## src/rtl/pipe_hazard_if.sv

```systemverilog
// Decode-side hazard bundle: instruction fields in, forward selects and pipeline control out.
// The master modport is the decode stage; the slave modport is the hazard controller.
interface pipe_hazard_if #(
  parameter int REGW = 5,
  parameter int FW   = 2
);
  logic            id_valid;
  logic [REGW-1:0] id_rs;
  logic [REGW-1:0] id_rt;
  logic            id_use_rs;
  logic            id_use_rt;
  logic            id_wreg;
  logic [REGW-1:0] id_rn;
  logic            id_m2reg;
  logic            id_md;
  logic            id_mdread;
  logic            flush;
  logic [FW-1:0]   fwd_a;
  logic [FW-1:0]   fwd_b;
  logic            stall;
  logic            issue;
  logic            md_busy;
  logic [31:0]     stall_cnt;

  modport master (
    output id_valid, id_rs, id_rt, id_use_rs, id_use_rt, id_wreg, id_rn,
           id_m2reg, id_md, id_mdread, flush,
    input  fwd_a, fwd_b, stall, issue, md_busy, stall_cnt
  );

  modport slave (
    input  id_valid, id_rs, id_rt, id_use_rs, id_use_rt, id_wreg, id_rn,
           id_m2reg, id_md, id_mdread, flush,
    output fwd_a, fwd_b, stall, issue, md_busy, stall_cnt
  );
endinterface

```

## src/rtl/pipe_hazard_ctrl.sv

```systemverilog
// Hazard/forwarding controller for DEPTH post-decode stages: tracks in-flight destinations,
// picks forward sources for both operands and stalls decode on load-use and busy mul/div.
module pipe_hazard_ctrl #(
  parameter int REGW       = 5,
  parameter int DEPTH      = 3,
  parameter int LOAD_STAGE = 2,
  parameter int MD_CYCLES  = 32,
  parameter int FW         = $clog2(DEPTH + 1)
) (
  input  logic          clk,
  input  logic          reset,
  pipe_hazard_if.slave  hz
);
  localparam int MDW = $clog2(MD_CYCLES + 1);

  logic [DEPTH:1]  v_q, v_d;
  logic [DEPTH:1]  ld_q, ld_d;
  logic [REGW-1:0] rn_q [1:DEPTH];
  logic [REGW-1:0] rn_d [1:DEPTH];
  logic [MDW-1:0]  mdc_q, mdc_d;
  logic [31:0]     stall_cnt_q, stall_cnt_d;

  logic [FW-1:0]   fwd_a_s, fwd_b_s;
  logic            lu_a_s, lu_b_s;
  logic            lu_s, mdh_s, stall_s, issue_s, md_busy_s;

  // Youngest-match search: scanning oldest to youngest lets the smallest k overwrite.
  always_comb begin
    fwd_a_s = {FW{1'b0}};
    fwd_b_s = {FW{1'b0}};
    lu_a_s  = 1'b0;
    lu_b_s  = 1'b0;
    for (int k = DEPTH; k >= 1; k--) begin
      if (hz.id_use_rs && (hz.id_rs != {REGW{1'b0}}) && v_q[k] && (rn_q[k] == hz.id_rs)) begin
        fwd_a_s = FW'(k);
        lu_a_s  = ld_q[k] && (k < LOAD_STAGE);
      end else begin
        fwd_a_s = fwd_a_s;
      end
      if (hz.id_use_rt && (hz.id_rt != {REGW{1'b0}}) && v_q[k] && (rn_q[k] == hz.id_rt)) begin
        fwd_b_s = FW'(k);
        lu_b_s  = ld_q[k] && (k < LOAD_STAGE);
      end else begin
        fwd_b_s = fwd_b_s;
      end
    end
  end

  // Stall/issue decisions; flush squashes every hazard and reset forces everything quiet.
  always_comb begin
    md_busy_s = (mdc_q != {MDW{1'b0}});
    lu_s      = hz.id_valid && !hz.flush && (lu_a_s || lu_b_s);
    mdh_s     = hz.id_valid && !hz.flush && (hz.id_md || hz.id_mdread) && md_busy_s;
    stall_s   = !reset && (lu_s || mdh_s);
    issue_s   = !reset && hz.id_valid && !hz.flush && !stall_s;
  end

  // Next-state: scoreboard shift with a bubble on stall/flush, md countdown, saturating counter.
  always_comb begin
    v_d     = {v_q[DEPTH-1:1], issue_s && hz.id_wreg && (hz.id_rn != {REGW{1'b0}})};
    ld_d    = {ld_q[DEPTH-1:1], hz.id_m2reg};
    rn_d[1] = hz.id_rn;
    for (int k = 2; k <= DEPTH; k++) begin
      rn_d[k] = rn_q[k-1];
    end
    if (issue_s && hz.id_md) begin
      mdc_d = MDW'(MD_CYCLES);
    end else if (md_busy_s) begin
      mdc_d = mdc_q - MDW'(1);
    end else begin
      mdc_d = mdc_q;
    end
    if (stall_s && (stall_cnt_q != 32'hFFFF_FFFF)) begin
      stall_cnt_d = stall_cnt_q + 32'd1;
    end else begin
      stall_cnt_d = stall_cnt_q;
    end
  end

  // State registers; register numbers and load flags need no reset since v gates them.
  always_ff @(posedge clk) begin
    if (reset) begin
      v_q         <= {DEPTH{1'b0}};
      mdc_q       <= {MDW{1'b0}};
      stall_cnt_q <= 32'd0;
    end else begin
      v_q         <= v_d;
      mdc_q       <= mdc_d;
      stall_cnt_q <= stall_cnt_d;
    end
    ld_q <= ld_d;
    for (int k = 1; k <= DEPTH; k++) begin
      rn_q[k] <= rn_d[k];
    end
  end

  // Output drive; forward selects are meaningless without a live decode slot.
  always_comb begin
    if (reset || !hz.id_valid) begin
      hz.fwd_a = {FW{1'b0}};
      hz.fwd_b = {FW{1'b0}};
    end else begin
      hz.fwd_a = fwd_a_s;
      hz.fwd_b = fwd_b_s;
    end
    hz.stall     = stall_s;
    hz.issue     = issue_s;
    hz.md_busy   = md_busy_s;
    hz.stall_cnt = stall_cnt_q;
  end
endmodule
```

## src/flat_wrapper.sv

```systemverilog
// flat-port wrapper written by rule: the top's interface ports become plain ports
module pipe_hazard_ctrl_flat 
#(
  parameter int REGW       = 5,
  parameter int DEPTH      = 3,
  parameter int LOAD_STAGE = 2,
  parameter int MD_CYCLES  = 32,
  parameter int FW         = $clog2(DEPTH + 1)
)
  (clk, reset, hz_id_valid, hz_id_rs, hz_id_rt, hz_id_use_rs, hz_id_use_rt, hz_id_wreg, hz_id_rn, hz_id_m2reg, hz_id_md, hz_id_mdread, hz_flush, hz_fwd_a, hz_fwd_b, hz_stall, hz_issue, hz_md_busy, hz_stall_cnt);
  pipe_hazard_if #(.REGW(REGW), .FW(FW)) hz_i ();
  input  logic clk;
  input  logic reset;
  input wire logic [$bits(hz_i.id_valid)-1:0] hz_id_valid;
  input wire logic [$bits(hz_i.id_rs)-1:0] hz_id_rs;
  input wire logic [$bits(hz_i.id_rt)-1:0] hz_id_rt;
  input wire logic [$bits(hz_i.id_use_rs)-1:0] hz_id_use_rs;
  input wire logic [$bits(hz_i.id_use_rt)-1:0] hz_id_use_rt;
  input wire logic [$bits(hz_i.id_wreg)-1:0] hz_id_wreg;
  input wire logic [$bits(hz_i.id_rn)-1:0] hz_id_rn;
  input wire logic [$bits(hz_i.id_m2reg)-1:0] hz_id_m2reg;
  input wire logic [$bits(hz_i.id_md)-1:0] hz_id_md;
  input wire logic [$bits(hz_i.id_mdread)-1:0] hz_id_mdread;
  input wire logic [$bits(hz_i.flush)-1:0] hz_flush;
  output wire logic [$bits(hz_i.fwd_a)-1:0] hz_fwd_a;
  output wire logic [$bits(hz_i.fwd_b)-1:0] hz_fwd_b;
  output wire logic [$bits(hz_i.stall)-1:0] hz_stall;
  output wire logic [$bits(hz_i.issue)-1:0] hz_issue;
  output wire logic [$bits(hz_i.md_busy)-1:0] hz_md_busy;
  output wire logic [$bits(hz_i.stall_cnt)-1:0] hz_stall_cnt;
  assign hz_i.id_valid = hz_id_valid;
  assign hz_i.id_rs = hz_id_rs;
  assign hz_i.id_rt = hz_id_rt;
  assign hz_i.id_use_rs = hz_id_use_rs;
  assign hz_i.id_use_rt = hz_id_use_rt;
  assign hz_i.id_wreg = hz_id_wreg;
  assign hz_i.id_rn = hz_id_rn;
  assign hz_i.id_m2reg = hz_id_m2reg;
  assign hz_i.id_md = hz_id_md;
  assign hz_i.id_mdread = hz_id_mdread;
  assign hz_i.flush = hz_flush;
  assign hz_fwd_a = hz_i.fwd_a;
  assign hz_fwd_b = hz_i.fwd_b;
  assign hz_stall = hz_i.stall;
  assign hz_issue = hz_i.issue;
  assign hz_md_busy = hz_i.md_busy;
  assign hz_stall_cnt = hz_i.stall_cnt;
  pipe_hazard_ctrl #(.REGW(REGW), .DEPTH(DEPTH), .LOAD_STAGE(LOAD_STAGE), .MD_CYCLES(MD_CYCLES), .FW(FW)) u_core (.clk(clk), .reset(reset), .hz(hz_i));
endmodule
```

## config.mk

```make
export PLATFORM = sky130hd
export DESIGN_NAME = pipe_hazard_ctrl_flat
export DESIGN_NICKNAME = d
export VERILOG_FILES = /design/src/rtl/pipe_hazard_if.sv /design/src/rtl/pipe_hazard_ctrl.sv /design/src/flat_wrapper.sv
export SDC_FILE = /design/constraint.sdc
export NUM_CORES = 1
export LEC_CHECK = 0
export BUFFER_PORTS_ARGS = -buffer_cell sky130_fd_sc_hd__buf_4
export CAP_MARGIN = 20
export CORE_AREA = 2 2 64 90
export DETAILED_ROUTE_END_ITERATION = 12
export DIE_AREA = 0 0 66 92
export GPL_TIMING_DRIVEN = 0
export HOLD_SLACK_MARGIN = 0.06
export PLACE_DENSITY_LB_ADDON = 0.12
export SYNTH_ARGS = -nofsm -noshare
export SYNTH_HDL_FRONTEND = slang
export SYNTH_SLANG_ARGS = --single-unit
export TNS_END_PERCENT = 100
```

## constraint.sdc

```tcl
create_clock -name clk -period 4.8 [get_ports clk]
set_clock_uncertainty 0.1 [all_clocks]
set_input_delay 0.24 -clock clk [delete_from_list [all_inputs] [get_ports clk]]
set_output_delay 0.24 -clock clk [all_outputs]
set_load 0.02 [all_outputs]
```

==> results by group <==
STA
  – Final hold viol count: 0
  – RSZ-0062 raised after global routing: no
  – Worst-Margin Slew: 0.7107 ns
  – Fin worst setup slack: 2.080 ns
  – Final setup violation count: 0
  – Final worst-path cycle share: 56.67%
  – Pins Over Slew Limit: 0
  – Max Freq: 0.3676 GHz
  – Setup Total Neg Slack: 0 ns
  – Hold slack: 0.1503 ns
  – Max-slew headroom: 52.22%
  – Crit path time final: 2.720 ns

Cells and area
  – Ant. Diodes: 0
  – P&R area growth vs syn: 26.69%
  – Commonest non-fill, non-tap cell in the layout: buf_4
  – Finished Core Util: 70.73%
  – Share of layout cells above drive strength 1: 24.29%
  – Final Cell Area: 3795 sq um
  – Most frequent cells in the layout: buf_4 (63), dfxtp_1 (57), xnor2_1 (26)
  – # fillers: 440
  – Nets@finish: 444
  – Post-Layout Cell Count: 488

Setup path
  – Crit-path slowest cell: dfxtp_1
  – R2R cell count: 10
  – CP endpoint kind: register
  – End of the worst register-to-register path: u_core.hz.stall_cnt[15]
  – Critical path class: register to register
  – Most Frequent Cell on Critical Path: buf_2
  – Data required, critical path: 4.96 ns
  – Setup crit start kind: register
  – R2R Setup Slk: 2.08 ns
  – R2R Path Start: u_core.hz.stall_cnt[13]
  – Arrival time at the worst endpoint: 2.88 ns
  – CP Cell Sequence: and4_1 -> buf_2 -> nand3_1 -> nor3_1 -> and2_1 -> clkbuf_2 -> buf_2 -> clkbuf_1 -> o31ai_1 -> a21oi_1
  – Worst Path Max Fanout: 10
  – CP peak stage delay: 0.45 ns

Place
  – Placed cell areas: 3553 sq um
  – PortBufs: 63
  – Placed cells: 467
  – Setup WS pre-CTS: 2.154 ns
  – Placed wire-length estimate: 5586 um
  – GPL Wtd Cong: 0.8316

Global route
  – First-pass GRT wire length: 12520 um
  – Gr ovfl total: 0
  – Total GRT Usage: 26.69%
  – Initial antenna violation count: 0
  – Largest net degree at the start of global routing: 11
  – Number of global-route vias before repair: 2677

Clock network
  – Clock root buffer: clkbuf_8
  – Post-CTS Setup Inserts: 0
  – Clock tree buffer depth: 2
  – TritonCTS buffer count: 9
  – Clock Latency Late Sink: 0.33 ns
  – H-tree levels: 3
  – Sink Count: 57
  – Reg clk slew, reported paths: 0.06 ns
  – Post-CTS sizing: 0
  – Hold buffer count at cts: 6
  – CTS tree: yes

Logic synthesis
  – Area leader, netlist: dfxtp_1
  – Area share of the largest cell type after synthesis: 38.10%
  – Mapped Area: 2995 sq um
  – Synth Warn #: 0
  – #FFs+latches synth: 57
  – Syn_area_per_cell: 8.915 sq um
  – Synthesized instance count: 336
  – Unique masters post-synth: 46
  – Syn nets: 364
  – Register area share after synthesis: 38.10%
  – Leading post-synthesis cells by cell area: dfxtp_1 (38%), xnor2_1 (7.6%), o31ai_1 (4.8%)

Detailed routing
  – Via density: 5.900
  – Post-route ant nets: 0
  – First-pass DRT Iterations: 5
  – 1st-iter DRT viols: 121
  – Routed len/inst: 15.57 um
  – DRC: 0
  – Final WL: 7599 um
  – Via Count: 2879

Floorplanning
  – Die Span X: 66 um
  – Core area: 5365 sq um
  – Die H: 92 um
  – Row Count: 32
  – IO Pins: 64
  – Full die area: 6072 sq um
  – Starting Density: 55.83%

Min path
  – Hold Crit Start: hz_id_md
  – Hold Path End: u_core.mdc_q[5]
  – Cell depth of the worst min-delay path: 3
  – Worst hold path type: input pin to register

Pwr
  – Final Power: 1.236 mW
  – Seq pwr share: 43.4%
  – Switching part of the total: 30.11%
  – Internal power: 863.6 uW
  – Lkg Pwr: 1.407 nW
  – Pwr Density: 325.6 nW/um^2
  – Sw power: 372.1 uW
  – Clock power share: 33.1%
  – Combinational share of power: 23.5%
  – Peak VDD IR: 0.0002205 V

Flow run
  – Max-Cap Viols: 0

Outcome
  – Status: complete, no violations
==> synthesized netlist by cell type (all sizes together) <==
cell type,n
a21oi,24
and2,7
and3,3
and4,5
buf,8
clkbuf,9
dfxtp,57
ha,3
inv,8
mux2,4
mux2i,1
nand2,21
nand2b,2
nand3,18
nand4,14
nor2,17
nor2b,7
nor3,9
nor3b,3
nor4,8
o211a,1
o211ai,3
o21a,1
o21ai,9
o311a,1
o311ai,5
o31ai,20
o41ai,4
or2,5
or3,3
or3b,1
or4,19
or4b,1
xnor2,26
xor2,9
==> layer usage <==
layer	up-vias	global-route usage [%]	wire length (um)
met2	107	46.38	3947
met5	-	0	0
met4	0	11.05	131
met1	1345	32.32	3115
met3	11	3.804	404
li1	1416	-	-
==> how the worst max path moves through the flow <==
stage,from,end,slack [ns],cells after the start
2_1_floorplan,u_core.hz.stall_cnt[0],u_core.hz.stall_cnt[13],2.51,9
3_5_place_dp,u_core.hz.stall_cnt[0],u_core.hz.stall_cnt[1],2.15,10
5_1_grt,u_core.hz.stall_cnt[13],u_core.hz.stall_cnt[15],1.82,10
3_3_place_gp,u_core.hz.stall_cnt[0],u_core.hz.stall_cnt[17],2.15,10
6_report,u_core.hz.stall_cnt[13],u_core.hz.stall_cnt[15],2.08,10
4_1_cts,u_core.hz.stall_cnt[0],u_core.hz.stall_cnt[1],2.13,10
==> cell families after synthesis <==
kind of cell,count (synthesis),share of synthesized area [%]
and+or+nand+nor,143,28.07
AOI/OAI and AO/OA,68,16.25
DFF,57,38.10
xor gates and xnor gates,35,10.23
buffers and inverters,25,4.135
muxes,5,1.963
adders and majority gates,3,1.253
==> registers in the layout, summed over array words and instances (netlist names) <==
| signal | flops |
|---|---|
| u_core.mdc_q | 6 |
| u_core.rn_q | 15 |
| u_core.hz.stall_cnt | 32 |
| u_core.v_q | 3 |
| u_core.ld_q | 1 |
==> power by group through the flow <==
stage	logic [mW]	clock network, mW	registers (mW)
after floorplan	0.210	0	0.541
after global placement	0.278	0	0.544
after detailed placement	0.287	0	0.547
after CTS	0.294	0.415	0.536
after global routing	0.330	0.436	0.539
final	0.290	0.409	0.537
==> critical path: cells and delay by family, from the launching register on <==
kind / cells / cell delay, ns
DFF: 1 / 0.45
buffers and inverters: 4 / 1.03
and+or+nand+nor: 4 / 0.76
AOI/OAI and AO/OA: 2 / 0.30
==> layout make-up <==
class | count | area, sq um | share of cell area (%)
Tap cell | 68 | 85.08 | 2.242
Inverter | 8 | 30.03 | 0.7913
Sequential cell | 57 | 1141 | 30.07
Clock inverter | 2 | 12.51 | 0.3297
Buffer | 17 | 93.84 | 2.473
Multi-Input combinational cell | 254 | 1730 | 45.60
Clock buffer | 13 | 168.9 | 4.451
Timing Repair Buffer | 69 | 533.0 | 14.05
No activity file was read; power rests on OpenSTA's default activity.
